**config.mk**
```make
export PLATFORM = sky130hd
export DESIGN_NAME = hash_job_sequencer
export DESIGN_NICKNAME = d
export VERILOG_FILES = /design/src/rtl/hash_job_sequencer.sv
export SDC_FILE = /design/constraint.sdc
export NUM_CORES = 1
export LEC_CHECK = 0
export ABC_AREA = 1
export BUFFER_PORTS_ARGS = -buffer_cell sky130_fd_sc_hd__buf_2
export CAP_MARGIN = 25
export CORE_MARGIN = 2
export CORE_UTILIZATION = 50
export CTS_CLUSTER_DIAMETER = 60
export CTS_CLUSTER_SIZE = 16
export DETAILED_ROUTE_END_ITERATION = 8
export PLACE_DENSITY = 0.73
export RECOVER_POWER = 50
export SLEW_MARGIN = 10
export SYNTH_ARGS = -nofsm -noshare
export SYNTH_HDL_FRONTEND = slang
export SYNTH_SLANG_ARGS = --single-unit
```
**constraint.sdc**
```tcl
create_clock -name M1_CLK -period 2.04 [get_ports M1_CLK]
set_input_delay 0.204 -clock M1_CLK [delete_from_list [all_inputs] [get_ports M1_CLK]]
set_output_delay 0.204 -clock M1_CLK [all_outputs]
set_load 0.005 [all_outputs]
```
**src/rtl/hash_job_sequencer.sv**
```systemverilog
// Sequences one hash job: broadcast work to all macros, seed nonces, then
// round-robin service of DATA_AVAILABLE flags with result bytes streamed out.
module hash_job_sequencer #(
    parameter int          NUM_OF_MACROS = 2,
    parameter int          IDX_WIDTH     = 1,
    parameter int          WORK_BYTES    = 44,
    parameter logic [5:0]  NONCE_ADDR    = 6'h2C,
    parameter logic [5:0]  RESULT_ADDR   = 6'h30,
    parameter int          RESULT_BYTES  = 4,
    parameter int          RD_LATENCY    = 2
) (
    input  logic                     M1_CLK,
    input  logic                     RST,
    input  logic                     start,
    input  logic                     abort,
    input  logic                     work_valid,
    input  logic [7:0]               work_data,
    output logic                     work_ready,
    output logic [NUM_OF_MACROS-1:0] macro_wr_sel,
    output logic [NUM_OF_MACROS-1:0] macro_rd_sel,
    output logic [5:0]               macro_addr,
    output logic [7:0]               macro_wdata,
    output logic                     hash_en,
    input  logic [NUM_OF_MACROS-1:0] macro_irq,
    input  logic [7:0]               macro_rd_data,
    output logic                     res_valid,
    input  logic                     res_ready,
    output logic [7:0]               res_data,
    output logic [IDX_WIDTH-1:0]     res_macro,
    output logic                     res_last,
    output logic                     busy,
    output logic                     done,
    output logic [NUM_OF_MACROS-1:0] serviced
);

    typedef enum logic [2:0] {
        S_IDLE, S_LOAD, S_SEED, S_RUN, S_READ, S_EMIT, S_DONE
    } state_t;

    state_t                   state;
    logic [5:0]               byte_cnt;
    logic [IDX_WIDTH-1:0]     seed_idx;
    logic [IDX_WIDTH-1:0]     ptr;
    logic [IDX_WIDTH-1:0]     grant;
    logic [IDX_WIDTH-1:0]     grant_next;
    logic                     grant_found;
    logic [NUM_OF_MACROS-1:0] pending;
    logic [IDX_WIDTH:0]       cand;
    logic [7:0]               lat_cnt;
    logic [7:0]               res_cnt;

    // Round-robin: first pending macro strictly after ptr, wrapping.
    always_comb begin
        pending     = macro_irq & ~serviced;
        grant_found = 1'b0;
        grant_next  = '0;
        cand        = '0;
        for (int unsigned off = 1; off <= NUM_OF_MACROS; off++) begin
            cand = {1'b0, ptr} + (IDX_WIDTH+1)'(off);
            if (cand >= (IDX_WIDTH+1)'(NUM_OF_MACROS))
                cand = cand - (IDX_WIDTH+1)'(NUM_OF_MACROS);
            if (!grant_found && pending[cand[IDX_WIDTH-1:0]]) begin
                grant_found = 1'b1;
                grant_next  = cand[IDX_WIDTH-1:0];
            end
        end
    end

    always_ff @(posedge M1_CLK) begin
        if (RST) begin
            state        <= S_IDLE;
            work_ready   <= 1'b0;
            macro_wr_sel <= '0;
            macro_rd_sel <= '0;
            macro_addr   <= '0;
            macro_wdata  <= '0;
            hash_en      <= 1'b0;
            res_valid    <= 1'b0;
            res_data     <= '0;
            res_macro    <= '0;
            res_last     <= 1'b0;
            busy         <= 1'b0;
            done         <= 1'b0;
            serviced     <= '0;
            byte_cnt     <= '0;
            seed_idx     <= '0;
            ptr          <= IDX_WIDTH'(NUM_OF_MACROS-1);
            grant        <= '0;
            lat_cnt      <= '0;
            res_cnt      <= '0;
        end else if (abort) begin
            // serviced is deliberately left intact until the next start
            state        <= S_IDLE;
            work_ready   <= 1'b0;
            macro_wr_sel <= '0;
            macro_rd_sel <= '0;
            hash_en      <= 1'b0;
            res_valid    <= 1'b0;
            res_last     <= 1'b0;
            busy         <= 1'b0;
            done         <= 1'b0;
        end else begin
            macro_wr_sel <= '0;
            done         <= 1'b0;
            case (state)
                S_IDLE: if (start) begin
                    state      <= S_LOAD;
                    work_ready <= 1'b1;
                    busy       <= 1'b1;
                    serviced   <= '0;
                    byte_cnt   <= '0;
                end
                S_LOAD: if (work_valid && work_ready) begin
                    macro_wr_sel <= '1;
                    macro_addr   <= byte_cnt;
                    macro_wdata  <= work_data;
                    byte_cnt     <= byte_cnt + 6'd1;
                    if (byte_cnt == 6'(WORK_BYTES-1)) begin
                        work_ready <= 1'b0;
                        seed_idx   <= '0;
                        state      <= S_SEED;
                    end
                end
                S_SEED: begin
                    macro_wr_sel <= NUM_OF_MACROS'(1) << seed_idx;
                    macro_addr   <= NONCE_ADDR;
                    macro_wdata  <= 8'(seed_idx);
                    seed_idx     <= seed_idx + IDX_WIDTH'(1);
                    if (seed_idx == IDX_WIDTH'(NUM_OF_MACROS-1))
                        state <= S_RUN;
                end
                S_RUN: begin
                    if (&serviced) begin
                        hash_en <= 1'b0;
                        done    <= 1'b1;
                        state   <= S_DONE;
                    end else begin
                        hash_en <= 1'b1;
                        if (grant_found) begin
                            grant        <= grant_next;
                            ptr          <= grant_next;
                            macro_rd_sel <= NUM_OF_MACROS'(1) << grant_next;
                            macro_addr   <= RESULT_ADDR;
                            res_cnt      <= '0;
                            lat_cnt      <= '0;
                            state        <= S_READ;
                        end
                    end
                end
                S_READ: begin
                    if (lat_cnt == 8'(RD_LATENCY)) begin
                        res_valid <= 1'b1;
                        res_data  <= macro_rd_data;
                        res_macro <= grant;
                        res_last  <= (res_cnt == 8'(RESULT_BYTES-1));
                        state     <= S_EMIT;
                    end else begin
                        lat_cnt <= lat_cnt + 8'd1;
                    end
                end
                S_EMIT: if (res_ready) begin
                    res_valid <= 1'b0;
                    res_last  <= 1'b0;
                    if (res_cnt == 8'(RESULT_BYTES-1)) begin
                        serviced[grant] <= 1'b1;
                        macro_rd_sel    <= '0;
                        state           <= S_RUN;
                    end else begin
                        res_cnt    <= res_cnt + 8'd1;
                        macro_addr <= macro_addr + 6'd1;
                        lat_cnt    <= '0;
                        state      <= S_READ;
                    end
                end
                S_DONE: begin
                    busy  <= 1'b0;
                    state <= S_IDLE;
                end
                default: state <= S_IDLE;
            endcase
        end
    end

endmodule

```
==> results of run 1 <==
-- logic make-up after synthesis --
family | count (synthesis) | share of synthesized area, %
fa+ha+maj | 5 | 1.92
compound gates | 76 | 12.1
xor+xnor | 6 | 1.61
buf+inv | 79 | 9.32
simple gates | 277 | 36.4
flops | 63 | 38.7
-- how the worst max path moves through the flow --
stage	slack (ns)	end	cells past startpoint
2_1_floorplan	0.54	res_data[6]	7
3_3_place_gp	0.27	res_data[6]	7
3_5_place_dp	0.18	res_data[7]	6
4_1_cts	0.18	res_data[5]	6
5_1_grt	0.04	res_cnt[0]	8
6_report	0.24	byte_cnt[3]	8
-- where the power goes --
| group | internal, W | switching, W | total, W |
|---|---|---|---|
| logic | 0.0000883 | 0.000136 | 0.000224 |
| clock network | 0.000754 | 0.000470 | 0.00122 |
| registers | 0.00125 | 0.0000216 | 0.00128 |
| total | 0.00210 | 0.000628 | 0.00273 |
-- cell usage in the layout (no fill, tap or decap), types with 8 or more instances in the layout --
cell type  count
nand2_1      135
buf_4          8
dfxtp_1       63
o21ai_0       19
clkbuf_8      11
nand3_1       39
nor2_1        71
clkbuf_1      14
inv_1         65
nand3b_1      11
a21oi_1       50
buf_2         47
-- routing by layer --
metal | track usage (%) | vias up
met4 | 10.4 | 0
met1 | 28.0 | 1494
met2 | 37.4 | 65
met5 | 0 | -
met3 | 5.31 | 15
li1 | - | 1738
-- critical path: stages, from the launching register on --
cell and delay [ns]:
dfxtp_1 0.42, nand2_1 0.14, nor2_4 0.18, nand2_1 0.13, nand2_1 0.08, nand2_1 0.19
o21ai_1 0.31, buf_4 0.19, nor3b_1 0.05
-- final cells by class --
type,instances,area share [%]
multi-input cells,364,43.8
clock buffers,13,4.10
clock inverters,3,1.68
inverters,67,6.49
flip-flops and latches,63,32.6
repair buffers,68,8.91
well taps,77,2.49
-- through the flow --
step / cells / util, % / setup slack, ns / hold slack, ns / cell area (um^2)
3_5_place_dp: 639 / 58.1 / 0.182 / 0.434 / 3670
5_1_grt: 655 / 61.4 / 0.0434 / 0.115 / 3870
4_1_cts: 655 / 61.7 / 0.177 / 0.108 / 3890
2_1_floorplan: 506 / - / 0.536 / 0.364 / 3260
6_report: 655 / 61.4 / 0.240 / 0.117 / 3870
3_3_place_gp: 639 / 58.1 / 0.271 / 0.428 / 3670
-- state kept, by name (all words and copies together) (netlist names), 2 cells and up --
register / flops
serviced: 2
res_cnt: 8
lat_cnt: 8
state: 3
res_data: 8
macro_addr: 6
macro_wr_sel: 2
macro_wdata: 8
byte_cnt: 6
macro_rd_sel: 2
==> results.tsv, run 1 <==
stage	metric	value	unit
logic_synthesis	synth_edf_count	0	
final_layout	seq_area	1260	um^2
placed_design	place.gp.congestion	0.880	
floorplan	core	6310	um^2
clocking	cts_made_buffers	9	
grt	grt_pass1_wl	13200	um
logic_synthesis	synthesis.nets	535	
timing	finalHoldViolations	0	
pwr	ir_drop	505	uV
logic_synthesis	synth_most_common_cell	nand2_1	
clocking	cts.sinks	63	
logic_synthesis	syn_inst	506	
final_layout	diodes	0	
pwr	pwr_density_cell	703	nW/um^2
logic_synthesis	synthArstFlopShare	0	%
floorplan	initial_utilization	51.6	%
final_layout	fillerInstances	640	
job	maxCapViolCount	0	
critical_path	end_kind	flip-flop	
critical_path	startpoint	state[0]	
detailed_routing	met2_length	3790	um
min_path	whs_endpoint	macro_wdata[7]	
final_layout	multi_input_area	1700	um^2
detailed_routing	num_vias	3312	
critical_path	start_kind	flip-flop	
critical_path	r2r_start	state[0]	
timing	period_share	88.2	%
logic_synthesis	yosys.area.top_type_share	38.7	%
detailed_routing	drtAntennaViolNets	0	
clocking	cts_hold_buf	0	
clocking	path_clk_slew	0.07	ns
logic_synthesis	ys.flop_type	dfxtp_1	
final_layout	drive_gt1_share	14.0	%
grt	grt_pass1_vias	3018	
floorplan	die_w	84.8	um
timing	drv_slew	0	
logic_synthesis	synth_common_cells	135 x nand2_1, 71 x nor2_1, 64 x inv_1	
clocking	root_buffer	clkbuf_8	
logic_synthesis	yosysSeqAreaShare	38.7	%
clocking	cts_resized	0	
detailed_routing	drt_first_pass_iters	4	
critical_path	arrival	2.03	ns
clocking	worstSkewPairLatency	0.34	ns
critical_path	rrSetupSlack	0.24	ns
logic_synthesis	synth_seq_cells	63	
clocking	cts_tree	done	
run_status	status	finished, final reports clean	
critical_path	required	2.27	ns
floorplan	die_area	7180	um^2
detailed_routing	wl_met3	319	um
grt	grt_start_max_net_pins	21	
critical_path	path_class	reg -> reg	
floorplan	placementRows	29	
timing	max_slew_margin	68.1	%
timing	final-setup-viol-count	0	
timing	setup_tns	0	ns
logic_synthesis	postSynthAreaPerCell	6.44	um^2
logic_synthesis	yosys.cell_types.count	32	
critical_path	reg2reg_to	byte_cnt[3]	
critical_path	reg2reg_depth	8	
timing	max_freq	0.556	GHz
detailed_routing	top_layer_used	met4	
detailed_routing	wire_per_inst	11.9	um
detailed_routing	remaining_drc_errors	0	
clocking	htreeDepth	3	
detailed_routing	wl_met1	3550	um
min_path	min_from	work_data[7]	
detailed_routing	vias_per_cell	5.06	
timing	skew	0.00415	ns
detailed_routing	wirelength	7820	um
detailed_routing	drtIter0Drc	172	
placed_design	dp_hpwl	6030	um
final_layout	area_growth	18.8	%
placed_design	portBuffers	58	
logic_synthesis	post-synth-top-area-cell	dfxtp_1	
logic_synthesis	synth_area_leaders	dfxtp_1 39%, nand2_1 16%, nor2_1 8.2%	
min_path	hp-class	in -> reg	
pwr	report.power.total	0.00273	W
timing	worst_slew_pin_slew	0.478	ns
pwr	p_leak	1.70	nW
grt	grtUsageTotal	22.6	%
logic_synthesis	netlist_area	3260	um^2
floorplan	die_h	84.8	um
grt	antenna_found_initial	0	
final_layout	fin_nets	602	
timing	rsz0062_at_grt	false	
logic_synthesis	ys_warn_count	0	
floorplan	ioPinCount	59	
clocking	postCtsSetupRepairBufs	0	
min_path	holdPathStages	3	
grt	grt.overflow.total	0	
critical_path	path_max_fanout	9	
timing	min_period	1.80	ns
clocking	clk_path_buf_depth	2	
Note: power is estimated with default switching activity, not from simulation.
==> inputs of run 2 (changes only) <==
MAX_ROUTING_LAYER = met4   (was unset)
==> results.tsv, run 2 (same netlist as run 1, synthesis figures left out) <==
stage	metric	value	unit	change
floorplan	die_area	7180	um^2	unchanged
final_layout	fillerInstances	620		-3.1%
final_layout	area_growth	19.0	%	
clocking	path_clk_slew	0.07	ns	about the same
critical_path	r2r_start	state[1]		
timing	finalHoldViolations	0		unchanged
pwr	p_int	0.00212	W	+1.2%
critical_path	rrSetupSlack	0.22	ns	-0.02 ns
floorplan	die_w	84.8	um	unchanged
clocking	cts.sinks	63		unchanged
critical_path	path_max_fanout	10		+1
pwr	seqPwrFrac	46.0	%	-0.8 points
pwr	power_frac_comb	8.2	%	about the same
timing	final-setup-viol-count	0		unchanged
critical_path	reg2reg_depth	9		+1
placed_design	place.gp.congestion	0.890		+1.2%
pwr	p_leak	1.71	nW	+0.55%
timing	worst_slew_pin_slew	0.456	ns	-0.0222 ns
grt	grtUsageTotal	24.4	%	+1.7 points
floorplan	core	6310	um^2	unchanged
pwr	ir_drop	465	uV	-7.9%
critical_path	required	2.28	ns	about the same
timing	max_slew_margin	69.6	%	+1.5 points
grt	grt_start_max_net_pins	21		unchanged
pwr	p_sw_share	23.4	%	+0.37 points
grt	antenna_found_initial	0		unchanged
placed_design	portBuffers	58		unchanged
final_layout	fin_nets	602		unchanged
detailed_routing	wirelength	8110	um	+3.7%
final_layout	layout_commonest_cell	nand2_1		
final_layout	layout_common_cells	135 x nand2_1, 71 x nor2_1, 65 x inv_1, 63 x dfxtp_1, 50 x a21oi_1		
clocking	worstSkewPairLatency	0.35	ns	about the same
final_layout	diodes	0		unchanged
pwr	power_switching	0.000649	W	+3.3%
floorplan	ioPinCount	59		unchanged
job	maxCapViolCount	0		unchanged
detailed_routing	remaining_drc_errors	0		unchanged
timing	max_freq	0.551	GHz	-0.84%
grt	grt_pass1_wl	13800	um	+4.6%
critical_path	reg2reg_to	macro_addr[3]		
critical_path	path_class	reg -> reg		
clocking	clk_path_buf_depth	2		unchanged
clocking	cts_made_buffers	9		unchanged
detailed_routing	num_vias	3338		+0.79%
detailed_routing	wire_per_inst	12.4	um	+3.8%
placed_design	dp_hpwl	6010	um	-0.27%
critical_path	arrival	2.06	ns	+0.03 ns
critical_path	start_kind	flip-flop		
clocking	cts_tree	done		
floorplan	initial_utilization	51.6	%	unchanged
run_status	status	finished, final reports clean		
grt	grt_pass1_vias	3108		+3.0%
min_path	holdPathStages	3		unchanged
detailed_routing	drt_first_pass_iters	4		unchanged
timing	rsz0062_at_grt	false		
detailed_routing	drtIter0Drc	213		+24%
clocking	cts_hold_buf	0		unchanged
pwr	pwr_density_cell	714	nW/um^2	+1.5%
min_path	hp-class	in -> reg		
timing	drv_slew	0		unchanged
timing	period_share	89.0	%	+0.75 points
min_path	min_from	work_data[2]		
pwr	clockPowerShare	45.8	%	+0.9 points
min_path	whs_endpoint	macro_wdata[2]		
floorplan	placementRows	29		unchanged
critical_path	end_kind	flip-flop		
detailed_routing	drtAntennaViolNets	0		unchanged
floorplan	die_h	84.8	um	unchanged
timing	skew	0.00786	ns	+0.00371 ns
clocking	htreeDepth	3		unchanged
timing	setup_tns	0	ns	unchanged
grt	grt.overflow.total	0		unchanged
detailed_routing	vias_per_cell	5.10		+0.94%
clocking	root_buffer	clkbuf_8		
final_layout	drive_gt1_share	14.4	%	+0.37 points
timing	min_period	1.82	ns	+0.0152 ns
final_layout	fin_util	61.5	%	+0.12 points
run 2: power groups by stage:
stage	clock [W]	combinational [W]	sequential (W)
global placement	0	0.000226	0.00130
detailed placement	0	0.000228	0.00130
finish	0.00127	0.000227	0.00128
CTS	0.00128	0.000229	0.00128
floorplan	0	0.000140	0.00130
global route	0.00133	0.000256	0.00128
run 2: layout make-up:
type | count | area, um^2 | share of cell area [%]
Multi-Input combinational cell | 364 | 1700 | 43.7
Sequential cell | 63 | 1260 | 32.5
Timing Repair Buffer | 68 | 347 | 8.93
Inverter | 67 | 251 | 6.48
Clock buffer | 12 | 165 | 4.26
Tap cell | 77 | 96.3 | 2.48
Clock inverter | 3 | 65.1 | 1.68
run 2: per-layer routing:
| metal | up-vias | routed length (um) | global-route usage (%) | share of wire, % |
|---|---|---|---|---|
| met3 | 10 | 338 | 3.54 | 4.2 |
| met4 | 0 | 101 | 9.09 | 1.2 |
| met2 | 62 | 3950 | 40.6 | 49 |
| met5 | - | 0 | - | 0 |
| met1 | 1524 | 3710 | 29.9 | 46 |
| li1 | 1742 | - | - | - |
run 2: per-stage QoR:
step	setup slack, ns	instance area [um^2]	instances	hold slack [ns]	total power (W)
final	0.225	3880	654	0.112	0.00277
after global routing	0.0120	3880	654	0.120	0.00287
after CTS	0.182	3900	654	0.109	0.00278
after detailed placement	0.184	3670	639	0.435	0.00153
after global placement	0.266	3670	639	0.428	0.00153
after floorplan	0.536	3260	506	0.364	0.00144
run 2: repair_timing:
item | CTS | global route
setup endpoints to repair | 0 | 9
gates resized for setup | 0 | 1
setup buffers | 0 | 0
run 2: worst max-delay path by stage:
| stage | start | slack (ns) | to |
|---|---|---|---|
| global placement | state[2] | 0.27 | lat_cnt[1] |
| global route | state[1] | 0.01 | res_cnt[4] |
| CTS | state[0] | 0.18 | res_data[0] |
| finish | state[1] | 0.22 | macro_addr[3] |
| floorplan | state[0] | 0.54 | res_data[6] |
| detailed placement | state[0] | 0.18 | res_data[0] |
run 2: critical path: stages, from the launching register on:
cell	delay, ns
dfxtp_1	0.37
inv_1	0.08
nand3_1	0.24
inv_2	0.16
nand3_1	0.18
nand3_1	0.17
nor2_2	0.30
nand2_1	0.09
nand2_1	0.08
nor2_1	0.04
